`src/rtl/alu_seq_ctrl.sv`:
```
// alu_seq_ctrl: steps the 4-bit ALU through all eight operations on latched
// switch operands, holds each one for DWELL_CYCLES, feeds the result to the
// segment driver and sums the eight results into an 8-bit checksum.
// Optional feature: define ALU_SEQ_LOOP_EN for continuous loop mode.
// In loop mode, done pulses at every 7->0 wrap and only abort/reset stop the run.
module alu_seq_ctrl #(
  parameter int DWELL_CYCLES = 50_000_000,
  parameter int CNT_W        = 26
) (
  input  logic       sys_clk,
  input  logic       reset,
  input  logic       start,
  input  logic       abort,
  input  logic [3:0] A_in,
  input  logic [3:0] B_in,
  input  logic [3:0] ALU_Out,
  output logic [3:0] A,
  output logic [3:0] B,
  output logic [2:0] ALU_Sel,
  output logic [3:0] Disp_Val,
  output logic       busy,
  output logic       done,
  output logic [7:0] chk
);

  typedef enum logic [1:0] {
    ST_IDLE,
    ST_RUN,
    ST_DONE
  } state_t;

  localparam logic [CNT_W-1:0] LP_DWELL_LAST = CNT_W'(DWELL_CYCLES - 1);
  localparam logic [CNT_W-1:0] LP_CNT_ONE    = CNT_W'(1);

  state_t           r_state;
  logic             r_startPrev;
  logic [CNT_W-1:0] r_cnt;
  logic [3:0]       r_a;
  logic [3:0]       r_b;
  logic [2:0]       r_sel;
  logic [3:0]       r_disp;
  logic             r_busy;
  logic             r_done;
  logic [7:0]       r_chk;

  logic             w_startEdge;
  logic             w_dwellEnd;
  logic [7:0]       w_result;

  assign w_startEdge = start & ~r_startPrev;
  assign w_dwellEnd  = (r_cnt == LP_DWELL_LAST);
  assign w_result    = {4'b0000, ALU_Out};

  assign A        = r_a;
  assign B        = r_b;
  assign ALU_Sel  = r_sel;
  assign Disp_Val = r_disp;
  assign busy     = r_busy;
  assign done     = r_done;
  assign chk      = r_chk;

  // Sequencer FSM: start-edge detect, dwell timing, op stepping and checksum accumulation
  always_ff @(posedge sys_clk) begin
    if (reset) begin
      r_state     <= ST_IDLE;
      r_startPrev <= 1'b1;
      r_cnt       <= '0;
      r_a         <= 4'd0;
      r_b         <= 4'd0;
      r_sel       <= 3'd0;
      r_disp      <= 4'd0;
      r_busy      <= 1'b0;
      r_done      <= 1'b0;
      r_chk       <= 8'd0;
    end else begin
      r_startPrev <= start;
      r_done      <= 1'b0;
      if (abort) begin
        r_state <= ST_IDLE;
        r_busy  <= 1'b0;
        r_sel   <= 3'd0;
        r_cnt   <= '0;
      end else begin
        case (r_state)
          ST_IDLE: begin
            if (w_startEdge) begin
              r_a     <= A_in;
              r_b     <= B_in;
              r_sel   <= 3'd0;
              r_cnt   <= '0;
              r_chk   <= 8'd0;
              r_busy  <= 1'b1;
              r_state <= ST_RUN;
            end
          end
          ST_RUN: begin
            r_disp <= ALU_Out;
            if (w_dwellEnd) begin
              r_cnt <= '0;
`ifdef ALU_SEQ_LOOP_EN
              r_chk <= (r_done ? 8'd0 : r_chk) + w_result;
              r_sel <= r_sel + 3'd1;
              if (r_sel == 3'd7) begin
                r_done <= 1'b1;
              end
`else
              r_chk <= r_chk + w_result;
              if (r_sel == 3'd7) begin
                r_state <= ST_DONE;
                r_done  <= 1'b1;
              end else begin
                r_sel <= r_sel + 3'd1;
              end
`endif
            end else begin
              r_cnt <= r_cnt + LP_CNT_ONE;
`ifdef ALU_SEQ_LOOP_EN
              if (r_done) begin
                r_chk <= 8'd0;
              end
`endif
            end
          end
          ST_DONE: begin
            r_busy  <= 1'b0;
            r_state <= ST_IDLE;
          end
          default: begin
            r_state <= ST_IDLE;
          end
        endcase
      end
    end
  end

endmodule

```
`config.mk`:
```
export PLATFORM = sky130hd
export DESIGN_NAME = alu_seq_ctrl
export DESIGN_NICKNAME = d
export VERILOG_FILES = /design/src/rtl/alu_seq_ctrl.sv
export SDC_FILE = /design/constraint.sdc
export NUM_CORES = 1
export LEC_CHECK = 0
export ABC_AREA = 1
export ABC_CLOCK_PERIOD_IN_PS = 1800
export BUFFER_PORTS_ARGS = -buffer_cell sky130_fd_sc_hd__clkbuf_2
export CAP_MARGIN = 20
export CORE_MARGIN = 3
export CORE_UTILIZATION = 25
export DETAILED_ROUTE_END_ITERATION = 10
export PLACE_DENSITY = 0.42
export SYNTH_ARGS = -nofsm -noshare
export SYNTH_HDL_FRONTEND = slang
export SYNTH_SLANG_ARGS = --single-unit
export TNS_END_PERCENT = 10
```
`constraint.sdc`:
```
create_clock -name sys_clk -period 1.8 [get_ports sys_clk]
set_clock_uncertainty 0.2 [all_clocks]
set_input_delay 0 -clock sys_clk [delete_from_list [all_inputs] [get_ports sys_clk]]
set_output_delay 0 -clock sys_clk [all_outputs]
set_load 0.01 [all_outputs]
```
Yosys cells after proc, flatten, opt, wreduce, memory -nomap -nowiden:

Cells that the tools add are included.
W data, S select, Z words.

* add/subtract/negate cells: 3
* multiply operators: 0
* divide/modulo/power cells: 0
* magnitude comparators: 0
* equality and inequality tests: 8
* shift-type cells: 0
* mux-type cells: 17
* bitwise gates (word level): 5
* reductions and logical operators: 12

Operators by type and width (count)
* $mux W26: 2
* $pmux W26 S2: 1
* $add A26 B1 Y26 const B: 1
* $eq A26 B26 Y1 const B: 1
* $mux W8: 2
* $pmux W8 S2: 1
* $mux W3: 3
* $add A8 B4 Y8: 1
* $ne A2 B2 Y1 const B: 4
* $reduce_and A4 Y1: 2
* $mux W2: 3
* $pmux W3 S2: 1
* $reduce_and A2 Y1: 3
* $reduce_and A3 Y1: 2
* $not A1 Y1: 4
* $pmux W2 S2: 1
* $reduce_bool A2 Y1: 2
* $reduce_or A4 Y1: 1
* $add A3 B1 Y3 const B: 1
* $eq A3 B3 Y1 const B: 1
* $eq A2 B1 Y1 const B: 1
* $eq A2 B2 Y1 const B: 1
* $logic_not A2 Y1: 1
* $mux W1: 2
* other kinds (3): 3

* register bits after elaboration: 54
* latch bits: 0
* RAM bits: 0
* ROM bits: 0
* input bits: 16
* output and inout port bits: 25
* logic and storage cells: 55
* memories kept: 0

Logic depth before layout (Yosys ltp):

Gate-level depths: netlist of the first run.

* depth in word-level cells: 4
* depth in mapped cells: 11

Least setup slack after synthesis of the first run:

Ideal clock, no wire load.

* path kind: flip-flop to flip-flop
* start point: reg r_chk[0], in the netlist chk[0]
* end point: reg r_chk[4], in the netlist chk[4]
* arrival: 1484 ps
* data required time: 1530 ps
* path slack: 46 ps
* stages on the path, launching flop included: 10
* path buffers: 0
* clock period less this slack: 1754 ps
* path through: dfxtp_1 -> ha_1 -> fa_1 -> nand2_1 -> nand2_1 -> nand2_1 -> nand2_1 -> nor2_1 -> nand4_1 -> a21oi_1

* longest elaborated chain between the ends: 3

RTL lines
* start, declared: line 44 `logic [7:0] r_chk;`
* start signal, assigned: line 107 `r_chk <= r_chk + w_result;`
* $add A8 B4 Y8: line 107
* $mux W8: line 98 `if (w_dwellEnd) begin`
* $pmux W8 S2: line 84 `case (r_state)`

Every way passes these cells. The select of a mux whose other input is x is not followed.
A chain may end at the register's enable or synchronous reset.

Final worst setup path of the first run:

Ends and elaborated chain as after synthesis.

==> reports/results.ini, run 1 <==
[synthesis]
syn_area_per_cell_sq_um=6.967
synthAdderAreaFrac=0.03583
syn_inst=431
yosysWarnings=0
synth.net_count=455
ys_ff_latch=54
synth-compound-area-share=0.07792
syn-cell-area_sq_um=3003
synth_top_family_by_area=simple AND/OR/NAND/NOR gates
yosysUniqueCellTypes=38
muxShareOfSynthArea=0
yosys.area_share.simple=0.4154
ys_seq_area_frac=0.3600
synth_xor_area_frac=0.02333

[final_layout]
fillers=1228
multi_input_area_sq_um=1763
stdcell_count=663
final_layout_size_suffix_gt1_frac=0.2731
final_area_sq_um=4019
final-seq-area_sq_um=1094
final_core_util=0.3475
diodes=0
nets=544
final_cell_mix=90 x nand2_1, 63 x nor2_1, 47 x inv_1, 44 x dfxtp_1, 39 x clkbuf_2
area_delta_synth_final_pct=33.83
final_common_cell=nand2_1

[die]
die_w_microns=115.6
initial_core_util=0.2597
rows=39
die_h_microns=115.6
io_pins=41
core-area_sq_um=11560
dieArea_sq_um=13360

[sta]
fmax_ghz=0.5754
min_period_ps=1738
max_slew.worst_pin.slew_ps=511.9
drv_slew=0
hold_viol=0
rsz0062_at_grt=true
relSlewSlack=0.6584
tns_ps=0
final-setup-viol-count=0
final.period_utilization=0.9654

[worst_hold_path]
hold_class=input port to flip-flop

[critical_path]
cp_slowest_stage_delay_ps=410
cp_top_family=adder cells
cp_max_fo=4
worst_path_max_delay_cell=fa_2
crit_buf_inv=0
arrival_ps=1760
cp_cell_sequence=ha_4, fa_2, nand2_2, nand2_1, nand2_1, nand2_1, nor2_1, nand4_1, a21oi_1
start_kind=flip-flop
worstPathRequired_ps=1820
worst_path_most_repeated_cell=nand2_1
endpoint_kind=flip-flop
critPathKind=flip-flop to flip-flop

[power_and_ir_drop]
power.switching_uw=603.4
peakVddDrop_uv=347.2
power_frac_seq=0.502
power_mw=2.433
p_int_mw=1.829
p_per_area_nw_per_um2=605.3
leakagePower_nw=1.670
p_clk_frac=0.393
combPwrFrac=0.105
switching_share=0.2480

[placement]
gp_congestion=0.8165
placed_cell_area_sq_um=3585
dpl.hpwl_microns=6373
dp.cells=639
numPortBuffers=40

[clock_network]
h-tree-depth=2
clk_pin_slew_ps=70
numClockSinks=54
cts_buffers=5
cts_tree=yes
cts_root_buf=clkbuf_16
cts_buffer_depth=2
clk_latency_ps=290

[global_routing]
overflow=0
grt_usage=0.1312
antenna_found_initial=0
grt_pass1_wl_microns=14030
grt_pass1_vias=2952
grt_start_max_net_pins=18

[drt]
drcViolationCount=0
drtPass1Iterations=4
ant_nets=0
drt-initial-drc-count=123
post_drt_wl_per_cell_microns=12.59
vias=2956
routed_wl_microns=8346
viasPerCell=4.459

[flow_run]
maxCapViolCount=0

[status]
outcome=completed

[worst register-to-register path, cell delays in order, from the launching register on]
cell and delay [ps]:
dfxtp_2 340, ha_4 170, fa_2 410, nand2_2 90
nand2_1 60, nand2_1 50, nand2_1 40, nor2_1 90
nand4_1 90, a21oi_1 130
[power by group through the flow]
stage               Combinational (mW)  Sequential (mW)  Clock [mW]
floorplan                        0.122             1.25           0
global placement                 0.211             1.25           0
detailed placement               0.211             1.25           0
CTS                              0.240             1.22        1.01
global route                     0.284             1.22        1.04
finish                           0.255             1.22       0.957
[registers in the layout (all words and copies together) (netlist names)]
register     flops
busy             1
r_state          2
A                4
B                4
Disp_Val         4
chk              8
r_cnt           26
ALU_Sel          3
r_startPrev      1
done             1
[timing repair]
item	in CTS	in global routing
setup buffers	0	0
endpoints found under the setup margin	1	31
gates resized for setup	1	35
hold buffers	17	0
pin swaps	0	10
hold endpoints to repair	17	0
[final cells by class]
class,count,share of cell area
inverter,54,0.05230
clock buffer,5,0.03113
clock inverter,2,0.003425
timing repair buffer,90,0.1578
sequential,54,0.2721
tap,143,0.04452
multi-input combinational,315,0.4387
[per-stage QoR]
step           hold slack, ps  setup WS [ps]
2_1_floorplan          -130.9          45.85
3_3_place_gp            6.596          26.67
3_5_place_dp            10.55         -2.604
4_1_cts                 256.6          15.65
5_1_grt                 299.8         -42.84
6_report                269.4          62.22
[Yosys cell counts (all sizes together)]
master  count  area, sq um
nor4        2        12.51
clkbuf      3        11.26
dfxtp      54         1081
fa          1        20.02
nor2       80        376.6
ha          7        87.58
nor3b       2        15.01
inv        54        205.2
nand4      16        100.1
o211a       1        10.01
o21ai      16        80.07
a21oi      24        123.9
nor3       16        95.09
and3        1        6.260
nand3b      3        22.52
a31oi       1        6.260
o22ai       1        6.260
xor2        7        61.31
or2         2        12.51
nand2     104        449.2
nand3      29        157.7
buf         5        46.29
xnor2       1        8.760
a211oi      1        7.510
[kinds of logic after synthesis]
group,Yosys count
AND/OR/NAND/NOR,255
AO/OA/AOI/OAI,44
flip-flops,54
XOR/XNOR,8
buffers and inverters,62
adder cells (fa/ha/maj),8
[metal layers]
| metal | global-route usage | wire (microns) | up-vias |
|---|---|---|---|
| met1 | 0.1711 | 4009 | 1322 |
| met5 | 0 | 0 | - |
| met3 | 0.03394 | 374 | 9 |
| li1 | - | - | 1572 |
| met2 | 0.2130 | 3829 | 53 |
| met4 | 0.04069 | 132 | 0 |
[path summary, 6_finish.rpt]
path / slack, ps / cells after the start / from / endpoint
worst max-delay path: 60 / 9 / chk[0] / chk[4]
worst min-delay path: 270 / 4 / B_in[1] / B[1]
worst max register to register: 60 / 9 / chk[0] / chk[4]
worst min register to register: 290 / 2 / ALU_Sel[2] / ALU_Sel[2]
(Power assumes the default switching activity.)
==> run 2: changes to the inputs <==
--- a/config.mk
+++ b/config.mk
@@ -12,6 +12,7 @@
 export CORE_MARGIN = 3
 export CORE_UTILIZATION = 25
 export DETAILED_ROUTE_END_ITERATION = 10
+export GPL_TIMING_DRIVEN = 0
 export PLACE_DENSITY = 0.42
 export SYNTH_ARGS = -nofsm -noshare
 export SYNTH_HDL_FRONTEND = slang
==> reports/results.ini, run 2 (same netlist as run 1, synthesis figures left out) <==
[clock_network]
cts_buffer_depth=2  ; unchanged
numClockSinks=54  ; unchanged
clk_latency_ps=300  ; about the same
clk_pin_slew_ps=70  ; about the same
cts_root_buf=clkbuf_16
cts_tree=yes
cts_buffers=5  ; unchanged
h-tree-depth=2  ; unchanged

[power_and_ir_drop]
peakVddDrop_uv=390.8  ; +13%
leakagePower_nw=1.656  ; -0.84%
p_per_area_nw_per_um2=611.5  ; +1.0%
power_mw=2.495  ; +2.6%

[die]
initial_core_util=0.2597  ; unchanged
dieArea_sq_um=13360  ; unchanged
rows=39  ; unchanged
core-area_sq_um=11560  ; unchanged
io_pins=41  ; unchanged
die_h_microns=115.6  ; unchanged
die_w_microns=115.6  ; unchanged

[drt]
drcViolationCount=0  ; unchanged
vias=2980  ; +0.81%
viasPerCell=4.522  ; +1.4%
ant_nets=0  ; unchanged
routed_wl_microns=8508  ; +1.9%
drt-initial-drc-count=114  ; -7.3%
drtPass1Iterations=4  ; unchanged
post_drt_wl_per_cell_microns=12.91  ; +2.6%

[sta]
tns_ps=0  ; unchanged
max_slew.worst_pin.slew_ps=566.3  ; +54.36 ps
fmax_ghz=0.5635  ; -2.1%
drv_slew=0  ; unchanged
hold_viol=0  ; unchanged
min_period_ps=1775  ; +36.85 ps
final-setup-viol-count=0  ; unchanged
relSlewSlack=0.6225  ; -0.03587
final.period_utilization=0.9859  ; +0.02047
holdWs_ps=10.75  ; -258.7 ps
rsz0062_at_grt=true

[global_routing]
grt_start_max_net_pins=18  ; unchanged
overflow=0  ; unchanged
antenna_found_initial=0  ; unchanged
grt_usage=0.1353  ; +0.004142
grt_pass1_vias=2917  ; -1.2%
grt_pass1_wl_microns=14380  ; +2.5%

[critical_path]
critPathKind=flip-flop to flip-flop
cp_max_fo=5  ; +1
worstPathRequired_ps=1790  ; -30 ps
endpoint_kind=flip-flop
cp_cell_sequence=ha_4, inv_2, nor2_4, nand2_2, nor2_4, nand2_4, nand2_8, nand2_8, nand2_8, bufbuf_16, nor2_1
start_kind=flip-flop
worst_path_max_delay_cell=dfxtp_2
arrival_ps=1770  ; about the same
worst_path_most_repeated_cell=nand2_8
cp_slowest_stage_delay_ps=360  ; -50 ps

[final_layout]
top_register=r_cnt
stdcell_count=659  ; -0.60%
final_layout_size_suffix_gt1_frac=0.2771  ; +0.004055
area_delta_synth_final_pct=35.87
diodes=0  ; unchanged
final_core_util=0.3528  ; +0.005302
largest_reg_flops=26  ; unchanged
final_common_cell=nand2_1
final_cell_mix=88 x nand2_1, 65 x nor2_1, 47 x inv_1, 40 x clkbuf_2, 33 x dfxtp_1
nets=539  ; -0.92%

[placement]
dpl.hpwl_microns=6217  ; -2.4%
numPortBuffers=40  ; unchanged
gp_congestion=0.8269  ; +1.3%
dp.cells=614  ; -3.9%

[status]
outcome=completed

[flow_run]
maxCapViolCount=0  ; unchanged

[worst_hold_path]
hold_class=input port to flip-flop

run 2: critical path: cells and delay by family (launching register included):
kind / cells / cell delay [ps]
buffers and inverters: 2 / 310
AND/OR/NAND/NOR: 8 / 650
adder cells (fa/ha/maj): 1 / 140
flip-flops: 1 / 360
run 2: through the flow:
stage	area, sq um	setup slack [ps]
after floorplan	3003	45.85
after detailed placement	3382	-143.5
after global placement	3382	-132.3
after CTS	3974	-5.214
after global routing	4080	-78.73
final	4080	25.37
run 2: area by class of cell:
type / instances / area, sq um
sequential: 54 / 1112
buffer: 8 / 61.31
tap: 143 / 178.9
clock buffer: 5 / 125.1
timing repair buffer: 77 / 593.1
clock inverter: 3 / 21.27
fill: 1223 / 7485
inverter: 54 / 205.2
multi-input combinational: 315 / 1783
run 2: report_power, final:
group	switching [mW]	internal, mW	total, mW
clock network	0.463	0.517	0.979
logic	0.157	0.141	0.298
registers	0.0107	1.21	1.22
run 2: what timing repair did:
| item | in CTS | in global routing |
|---|---|---|
| gates resized for setup | 22 | 28 |
| setup buffers | 11 | 4 |
| endpoints found under the setup margin | 24 | 28 |
| hold buffers | 21 | 0 |
| pin swaps | 5 | 14 |
| hold endpoints to repair | 19 | 0 |
| gates cloned | 1 | 0 |
run 2: worst paths after layout:
path | slack [ps] | end | start | cells past startpoint
setup / recovery | 30 | r_cnt[15] | r_cnt[1] | 11
hold / removal | 10 | chk[4] | abort | 4
setup reg to reg | 30 | r_cnt[15] | r_cnt[1] | 11
hold reg to reg | 290 | r_cnt[21] | r_cnt[21] | 2
run 2: layer usage:
metal / up-vias / share of wire / global-route usage
met4: 0 / 0.011 / 0.03521
met5: - / 0 / 0
met2: 62 / 0.45 / 0.2222
li1: 1566 / - / -
met1: 1346 / 0.49 / 0.1790
met3: 6 / 0.050 / 0.03185
